[config.mk]
export PLATFORM = sky130hd
export DESIGN_NAME = host_cmd_master
export DESIGN_NICKNAME = d
export VERILOG_FILES = /design/src/rtl/host_cmd_master.sv
export SDC_FILE = /design/constraint.sdc
export NUM_CORES = 1
export LEC_CHECK = 0
export CAP_MARGIN = 0
export CORE_ASPECT_RATIO = 1.75
export CORE_MARGIN = 2
export CORE_UTILIZATION = 48
export DETAILED_ROUTE_END_ITERATION = 6
export PLACE_DENSITY = 0.81
export SETUP_SLACK_MARGIN = 0.15
export SYNTH_ARGS = -nofsm -noshare
export SYNTH_HDL_FRONTEND = slang
export SYNTH_SLANG_ARGS = --single-unit
[constraint.sdc]
create_clock -name if_clock -period 2.26 [get_ports if_clock]
set_input_delay 0.339 -clock if_clock [delete_from_list [all_inputs] [get_ports if_clock]]
set_output_delay 0.339 -clock if_clock [all_outputs]
set_load 0.02 [all_outputs]
[src/rtl/host_cmd_master.sv]
`default_nettype none
// ============================================================================
// Module  : host_cmd_master
// Brief   : Runs host register read/write commands as state-coded, strobed
//           phases on a device bus, with a bounded wait for read data.
// Rev     : 1.0  initial release
// ============================================================================
module host_cmd_master #(
    parameter int SETTLE  = 3,
    parameter int HOLD    = 2,
    parameter int TIMEOUT = 1024
) (
    input  logic        if_clock,
    input  logic        resetb,
    input  logic        cmdValid,
    output logic        cmdReady,
    input  logic        cmdRead,
    input  logic [15:0] cmdEpAddr,
    input  logic [15:0] cmdRegAddr,
    input  logic [15:0] cmdData,
    output logic        rspValid,
    output logic [15:0] rspData,
    output logic        rspTimeout,
    output logic        busy,
    output logic [3:0]  state,
    output logic [2:0]  ctl,
    input  logic        rdy,
    output logic [15:0] dataOut,
    output logic        dataOe,
    input  logic [15:0] dataIn
);

    localparam int c_cnt_w = $clog2(((SETTLE > HOLD) ? SETTLE : HOLD) + 1);
    localparam int c_tmo_w = $clog2(TIMEOUT + 1);

    localparam logic [c_cnt_w-1:0] c_settle_last = c_cnt_w'(SETTLE - 1);
    localparam logic [c_cnt_w-1:0] c_hold_last   = c_cnt_w'(HOLD - 1);
    localparam logic [c_tmo_w-1:0] c_tmo_last    = c_tmo_w'(TIMEOUT - 1);

    localparam logic [1:0] c_ph_ep   = 2'd0;
    localparam logic [1:0] c_ph_reg  = 2'd1;
    localparam logic [1:0] c_ph_last = 2'd2;

    localparam logic [3:0] c_code_idle    = 4'b0000;
    localparam logic [3:0] c_code_setep   = 4'b0001;
    localparam logic [3:0] c_code_setreg  = 4'b0010;
    localparam logic [3:0] c_code_setrval = 4'b0011;
    localparam logic [3:0] c_code_rddata  = 4'b0100;

    typedef enum logic [2:0] {
        S_IDLE     = 3'd0,
        S_SETTLE   = 3'd1,
        S_STROBE   = 3'd2,
        S_RD_PULSE = 3'd3,
        S_RD_WAIT  = 3'd4,
        S_RESP     = 3'd5
    } fsm_t;

    fsm_t               r_fsm;
    fsm_t               w_fsm_nxt;
    logic [1:0]         r_phase;
    logic [1:0]         w_phase_nxt;
    logic [c_cnt_w-1:0] r_cnt;
    logic [c_cnt_w-1:0] w_cnt_nxt;
    logic [c_tmo_w-1:0] r_tmo;
    logic [c_tmo_w-1:0] w_tmo_nxt;
    logic               r_read;
    logic [15:0]        r_ep;
    logic [15:0]        r_reg;
    logic [15:0]        r_wdata;
    logic [15:0]        r_rsp_data;
    logic [15:0]        w_rsp_data_nxt;
    logic               r_rsp_to;
    logic               w_rsp_to_nxt;
    logic               w_accept;
    logic [15:0]        w_phase_val;

    assign w_accept = (r_fsm == S_IDLE) && cmdValid;

    always_ff @(posedge if_clock or negedge resetb) begin
        if (!resetb) begin
            r_fsm <= S_IDLE;
        end else begin
            r_fsm <= w_fsm_nxt;
        end
    end

    always_ff @(posedge if_clock or negedge resetb) begin
        if (!resetb) begin
            r_phase    <= '0;
            r_cnt      <= '0;
            r_tmo      <= '0;
            r_read     <= 1'b0;
            r_ep       <= '0;
            r_reg      <= '0;
            r_wdata    <= '0;
            r_rsp_data <= '0;
            r_rsp_to   <= 1'b0;
        end else begin
            r_phase    <= w_phase_nxt;
            r_cnt      <= w_cnt_nxt;
            r_tmo      <= w_tmo_nxt;
            r_rsp_data <= w_rsp_data_nxt;
            r_rsp_to   <= w_rsp_to_nxt;
            if (w_accept) begin
                r_read  <= cmdRead;
                r_ep    <= cmdEpAddr;
                r_reg   <= cmdRegAddr;
                r_wdata <= cmdData;
            end
        end
    end

    always_comb begin
        w_fsm_nxt      = r_fsm;
        w_phase_nxt    = r_phase;
        w_cnt_nxt      = r_cnt;
        w_tmo_nxt      = r_tmo;
        w_rsp_data_nxt = r_rsp_data;
        w_rsp_to_nxt   = r_rsp_to;
        case (r_fsm)
            S_IDLE: begin
                if (cmdValid) begin
                    w_fsm_nxt   = S_SETTLE;
                    w_phase_nxt = c_ph_ep;
                    w_cnt_nxt   = '0;
                end
            end
            S_SETTLE: begin
                if (r_cnt == c_settle_last) begin
                    w_cnt_nxt = '0;
                    w_fsm_nxt = (r_read && (r_phase == c_ph_last)) ? S_RD_PULSE : S_STROBE;
                end else begin
                    w_cnt_nxt = r_cnt + 1'b1;
                end
            end
            S_STROBE: begin
                if (r_cnt == c_hold_last) begin
                    w_cnt_nxt = '0;
                    if (r_phase == c_ph_last) begin
                        w_fsm_nxt      = S_RESP;
                        w_rsp_data_nxt = '0;
                        w_rsp_to_nxt   = 1'b0;
                    end else begin
                        // Next code follows the strobe directly, no IDLE code in between.
                        w_fsm_nxt   = S_SETTLE;
                        w_phase_nxt = r_phase + 2'd1;
                    end
                end else begin
                    w_cnt_nxt = r_cnt + 1'b1;
                end
            end
            S_RD_PULSE: begin
                w_fsm_nxt = S_RD_WAIT;
                w_tmo_nxt = '0;
            end
            S_RD_WAIT: begin
                // rdy on the final count still wins over the timeout.
                if (rdy) begin
                    w_fsm_nxt      = S_RESP;
                    w_rsp_data_nxt = dataIn;
                    w_rsp_to_nxt   = 1'b0;
                end else if (r_tmo == c_tmo_last) begin
                    w_fsm_nxt      = S_RESP;
                    w_rsp_data_nxt = '0;
                    w_rsp_to_nxt   = 1'b1;
                end else begin
                    w_tmo_nxt = r_tmo + 1'b1;
                end
            end
            S_RESP: begin
                w_fsm_nxt = S_IDLE;
            end
            default: begin
                w_fsm_nxt = S_IDLE;
            end
        endcase
    end

    always_comb begin
        case (r_phase)
            c_ph_ep:  w_phase_val = r_ep;
            c_ph_reg: w_phase_val = r_reg;
            default:  w_phase_val = r_wdata;
        endcase
    end

    always_comb begin
        state   = c_code_idle;
        ctl     = 3'b000;
        dataOe  = 1'b0;
        dataOut = '0;
        if ((r_fsm == S_SETTLE) || (r_fsm == S_STROBE) ||
            (r_fsm == S_RD_PULSE) || (r_fsm == S_RD_WAIT)) begin
            case (r_phase)
                c_ph_ep:  state = c_code_setep;
                c_ph_reg: state = c_code_setreg;
                default:  state = r_read ? c_code_rddata : c_code_setrval;
            endcase
        end
        if (r_fsm == S_STROBE) begin
            ctl[1]  = 1'b1;
            dataOe  = 1'b1;
            dataOut = w_phase_val;
        end
        if (r_fsm == S_RD_PULSE) begin
            ctl[1] = 1'b1;
        end
    end

    assign cmdReady   = (r_fsm == S_IDLE);
    assign busy       = ~cmdReady;
    assign rspValid   = (r_fsm == S_RESP);
    assign rspData    = r_rsp_data;
    assign rspTimeout = r_rsp_to;

endmodule
`default_nettype wire

Word level (Yosys, flattened, before mapping)
Index checks and enable logic that the tools add are counted.
{ "classes": {"bitwise": 1, "n_eq_ne": 18, "addsub": 3, "reduce_logical": 16, "mux": 35} }
{ "op_table": {"columns": ["operator", "n"], "rows": [
  ["16-bit 2-to-1 mux", 5],
  ["16-bit case mux with 2 select lines", 2],
  ["11-bit 2-to-1 mux", 2],
  ["11-bit case mux with 2 select lines", 1],
  ["3-bit 2-to-1 mux", 7],
  ["3-bit case mux with 5 select lines", 1],
  ["2-bit != test, second input constant", 7],
  ["4-bit AND reduction", 3],
  ["11-bit by 1-bit adder with 11-bit output, second input constant", 1],
  ["11-bit by 10-bit == test with 1-bit output, second input constant", 1],
  ["2-bit 2-to-1 mux", 5],
  ["1-bit 2-to-1 mux", 7],
  ["3-bit by 2-bit == test with 1-bit output, second input constant", 2],
  ["3-bit == test, second input constant", 2],
  ["2-bit case mux with 3 select lines", 1],
  ["3-bit case mux with 2 select lines", 1],
  ["2-bit nonzero test", 3],
  ["2-bit by 1-bit adder with 2-bit output, second input constant", 2],
  ["2-bit by 1-bit == test with 1-bit output, second input constant", 2],
  ["2-bit == test, second input constant", 2],
  ["4-bit 2-to-1 mux", 1],
  ["2-bit case mux with 2 select lines", 1],
  ["3-bit by 1-bit == test with 1-bit output, second input constant", 1],
  ["3-bit logical NOT", 1],
  ["9 further kinds", 12]
]} }
{ "word_totals": {"out_inout_bits": 44, "reg_bits": 84, "wordCells": 83, "inputBits": 69} }

Logic depth before layout (Yosys ltp)
{ "logic_depth": {"ltp_word": 5, "mapped_depth": 7, "depth_no_buf": 6} }

Worst setup path before layout
No wires, ideal clock.
{ "synth_timing": {"path_type": "reg2out", "start": "register r_phase[0]", "end": "output dataOut[10]", "n_path_buf": 2, "stages_incl_launch_ff": 8, "arrival_ps": 1849, "required_ps": 1921, "setup_slack_ps": 72, "path_cell_list": "dfrtp_1 -> inv_1 -> ha_1 -> clkbuf_1 -> nor2_1 -> clkbuf_1 -> nand2_1 -> a21oi_1"} }
{ "synth_via": {"elab_chain_cells": 3, "elab_cells_between_ends": 4, "cone_classes": "eq/ne: 1; mux: 2; reduce/logical: 1"} }
{ "synth_lines": {"columns": ["element", "line_no", "rtl"], "rows": [
  ["start: declaration", "61", "logic [1:0] r_phase;"],
  ["start signal: assignment", "100", "r_phase <= w_phase_nxt;"],
  ["2-bit by 1-bit == test with 1-bit output / 2-bit logical NOT (equally long branches)", "181", "case (r_phase)"],
  ["16-bit case mux with 2 select lines *", "181", null],
  ["16-bit 2-to-1 mux *", "201", "if (r_fsm == S_STROBE) begin"],
  ["end: declaration", "28", "output logic [15:0] dataOut,"]
]} }
Mark *: on every way between the ends. The rest lies on a longest branch, timed or not.

Worst setup path in the final report
{ "layout_timing": {"start": "register r_phase[0]", "end": "output dataOut[5]"} }
Same word-level chain as after synthesis.

==> results by group <==
Outcome
  • Status: complete, no violations

Power and ir drop
  • Leakage power: 2.368 nW
  • Pwr Density: 1291 nW/um2
  • Combinational Power Share: 0.460
  • Sequential Power Share: 0.356
  • Net Switching: 0.002675 W
  • Cell-internal power: 0.004490 W
  • Sw frac: 0.3733
  • Clock power frac: 0.184
  • VDD IR max: 0.7588 mV

Worst setup path
  • R2R Setup Slk: 210 ps
  • CP Launch Type: flip-flop
  • Arr. time, crit path: 1750 ps
  • Critical Path Max Stage Delay: 380 ps
  • Crit path kind: reg -> out
  • CP cell instances: inv_1 > ha_2 > nor2_4 > clkbuf_16 > nand2_1 > a21oi_1 > buf_4
  • Worst-path maximum fanout: 8
  • Critical-path top delay cell: dfrtp_1
  • R2r worst-path depth: 7
  • Critical path data required time: 1920 ps
  • FF-to-FF End: rspData[6]$_DFFE_PN0P_
  • FF-to-FF Start: r_phase[0]$_DFFE_PN0P_
  • CP endpoint kind: output pin

Timing
  • Setup TNS: 0 ps
  • Final hold violations: 0
  • Highest clock rate: 477.8 MHz
  • Slew Viols, Final: 0
  • Clk_skew: 6.692 ps
  • Final worst-path cycle share: 0.9262
  • Worst setup margin: 166.9 ps
  • Max-slew headroom: 0.5862
  • Final critical-path required period: 2093 ps
  • Worst-margin pin slew: 620.8 ps
  • RSZ-0062 raised after global routing: true
  • Setup violators final: 0

Yosys
  • Largest cells by area after synthesis: dfrtp_1 (54%), mux2_1 (14%), a21oi_1 (4.0%), a22o_1 (3.6%), a22oi_1 (3.3%)
  • Syn avg cell area: 11.40 um2
  • Synth async-reset ratio: 1.000
  • Most used DFF post-synth: dfrtp_1
  • Synth cell types: 42
  • Synth area leader: dfrtp_1
  • Sequential area share after synthesis: 0.5409
  • Synth top area share: 0.5409
  • Post-synth EDFFs: 0
  • Post-Syn Area: 3886 um2
  • Seq cells post-synth: 84
  • Commonest cells post-synth: dfrtp_1 (84), mux2_1 (49), nand2_1 (33)
  • Synth Instances: 341
  • YS warnings: 0
  • Most common cell in the netlist: dfrtp_1

Floorplanning
  • Core area: 7909 um2
  • Die Height: 123.0 um
  • Width of the die: 72.02 um
  • Row Count: 43
  • Initial Utilization: 0.4914
  • # IOs: 113
  • Die area: 8861 um2

CTS
  • CTS root buf: clkbuf_16
  • Worst-skew pair later-pin latency: 340 ps
  • Clock Sink Count: 84
  • Worst-path clk slew: 60 ps
  • Htree depth: 3
  • Clock Path Buffers: 2
  • CTS tree: built
  • TritonCTS buffer count: 9

GRT
  • Global Route Usage Sum: 0.2418
  • Antenna violations before repair: 0
  • First-pass GRT wire length: 16300 um
  • Vias in the first global route: 3477
  • Total grt overflow: 0
  • Largest net degree at the start of global routing: 39

Finish
  • Diode count: 0
  • Nets: 540
  • P&R area growth vs syn: 42.76%
  • Fin util: 0.7015
  • Layout cell share with drive strength beyond 1: 0.1635

Route
  • Drt total wl: 10470 um
  • Drt via density: 5.827
  • DR iter-0 viols: 178
  • Via count: 3269
  • WL/cell: 18.67 um
  • 1st-pass router iterations: 4
  • Routed Antenna Nets: 0
  • Number of remaining DRC errors: 0

Placed design
  • PortBufs: 109
  • Pre-CTS setup slack: 17.30 ps
  • Hpwl dp: 7179 um
  • RD Place Congestion: 0.8512

Hold path
  • Hold Crit Class: in -> async

Job
  • MaxCap Viol Count: 0
-- final cells by class --
cell class	instances	area, um2
fillers	563	2361
flip-flops and latches	84	2102
multi-input cells	227	1732
repair buffers	135	1304
clock buffers	12	236.5
well taps	90	112.6
inverters	10	37.54
clock inverters	3	23.77
-- metrics by stage --
step,cells,power (W),hold slack [ps],area (um2)
4_1_cts,558,0.007061,461.9,5450
3_3_place_gp,542,0.005590,276.2,5228
2_1_floorplan,343,0.004204,43.41,3913
5_1_grt,561,0.007586,499.3,5548
6_report,561,0.007165,461.7,5548
3_5_place_dp,542,0.005733,281.1,5228
-- worst max path at each step --
stage                            from                      end  slack (ps)
6_report       r_phase[0]$_DFFE_PN0P_               dataOut[5]         170
5_1_grt        r_phase[0]$_DFFE_PN0P_               dataOut[5]          90
4_1_cts        r_phase[1]$_DFFE_PN0P_               dataOut[1]         130
3_5_place_dp   r_phase[0]$_DFFE_PN0P_               dataOut[1]          20
3_3_place_gp                      rdy  rspData[10]$_DFFE_PN0P_          40
2_1_floorplan  r_phase[0]$_DFFE_PN0P_               dataOut[5]          70
-- cell usage in the layout (no fill, tap or decap), types with 6 or more instances in the layout --
cell type,n
buf_4,30
inv_1,7
a21oi_2,7
a22oi_1,17
mux2_1,49
dfrtp_1,84
nor2_1,10
a21oi_1,24
o31ai_1,6
clkdlybuf4s50_1,85
clkbuf_16,10
nand2_1,33
a22o_1,16
-- worst max-delay path: cells and delay by family, from the launching register on --
kind | cells | cell delay [ps]
DFF | 1 | 380
buffers and inverters | 3 | 430
AOI/OAI and AO/OA | 1 | 180
adders and majority gates | 1 | 210
and+or+nand+nor | 2 | 220
-- layer usage --
metal / part of all wire / up-vias / GRT usage / wire length, um
li1: - / 1489 / - / -
met1: 0.36 / 1644 / 0.2627 / 3781
met2: 0.56 / 116 / 0.4329 / 5869
met3: 0.053 / 20 / 0.04319 / 551
met4: 0.026 / 0 / 0.1403 / 270
met5: 0 / - / 0 / 0
-- kinds of logic after synthesis --
logic type | count (synthesis) | share of synthesized area
AO/OA/AOI/OAI | 89 | 0.1526
XOR/XNOR | 3 | 0.006762
adder cells (fa/ha/maj) | 4 | 0.01288
buffers and inverters | 33 | 0.03767
flip-flops | 84 | 0.5409
multiplexers | 51 | 0.1471
other | 1 | 0.0009649
AND/OR/NAND/NOR | 76 | 0.1011
-- repair_timing --
item,in CTS,in global routing
hold buffers,1,0
cloned,0,2
hold endpoints to repair,26,0
gates resized for setup,80,26
buffers inserted,0,1
pin swaps,0,2
endpoints found under the setup margin,39,35
-- power groups by stage --
stage	registers, W	logic, W	clock network [W]
after CTS	0.00254	0.00318	0.00134
after detailed placement	0.00255	0.00318	0
after global routing	0.00262	0.00357	0.00140
final	0.00255	0.00330	0.00132
after global placement	0.00251	0.00308	0
after floorplan	0.00259	0.00161	0
(Power assumes the default switching activity.)
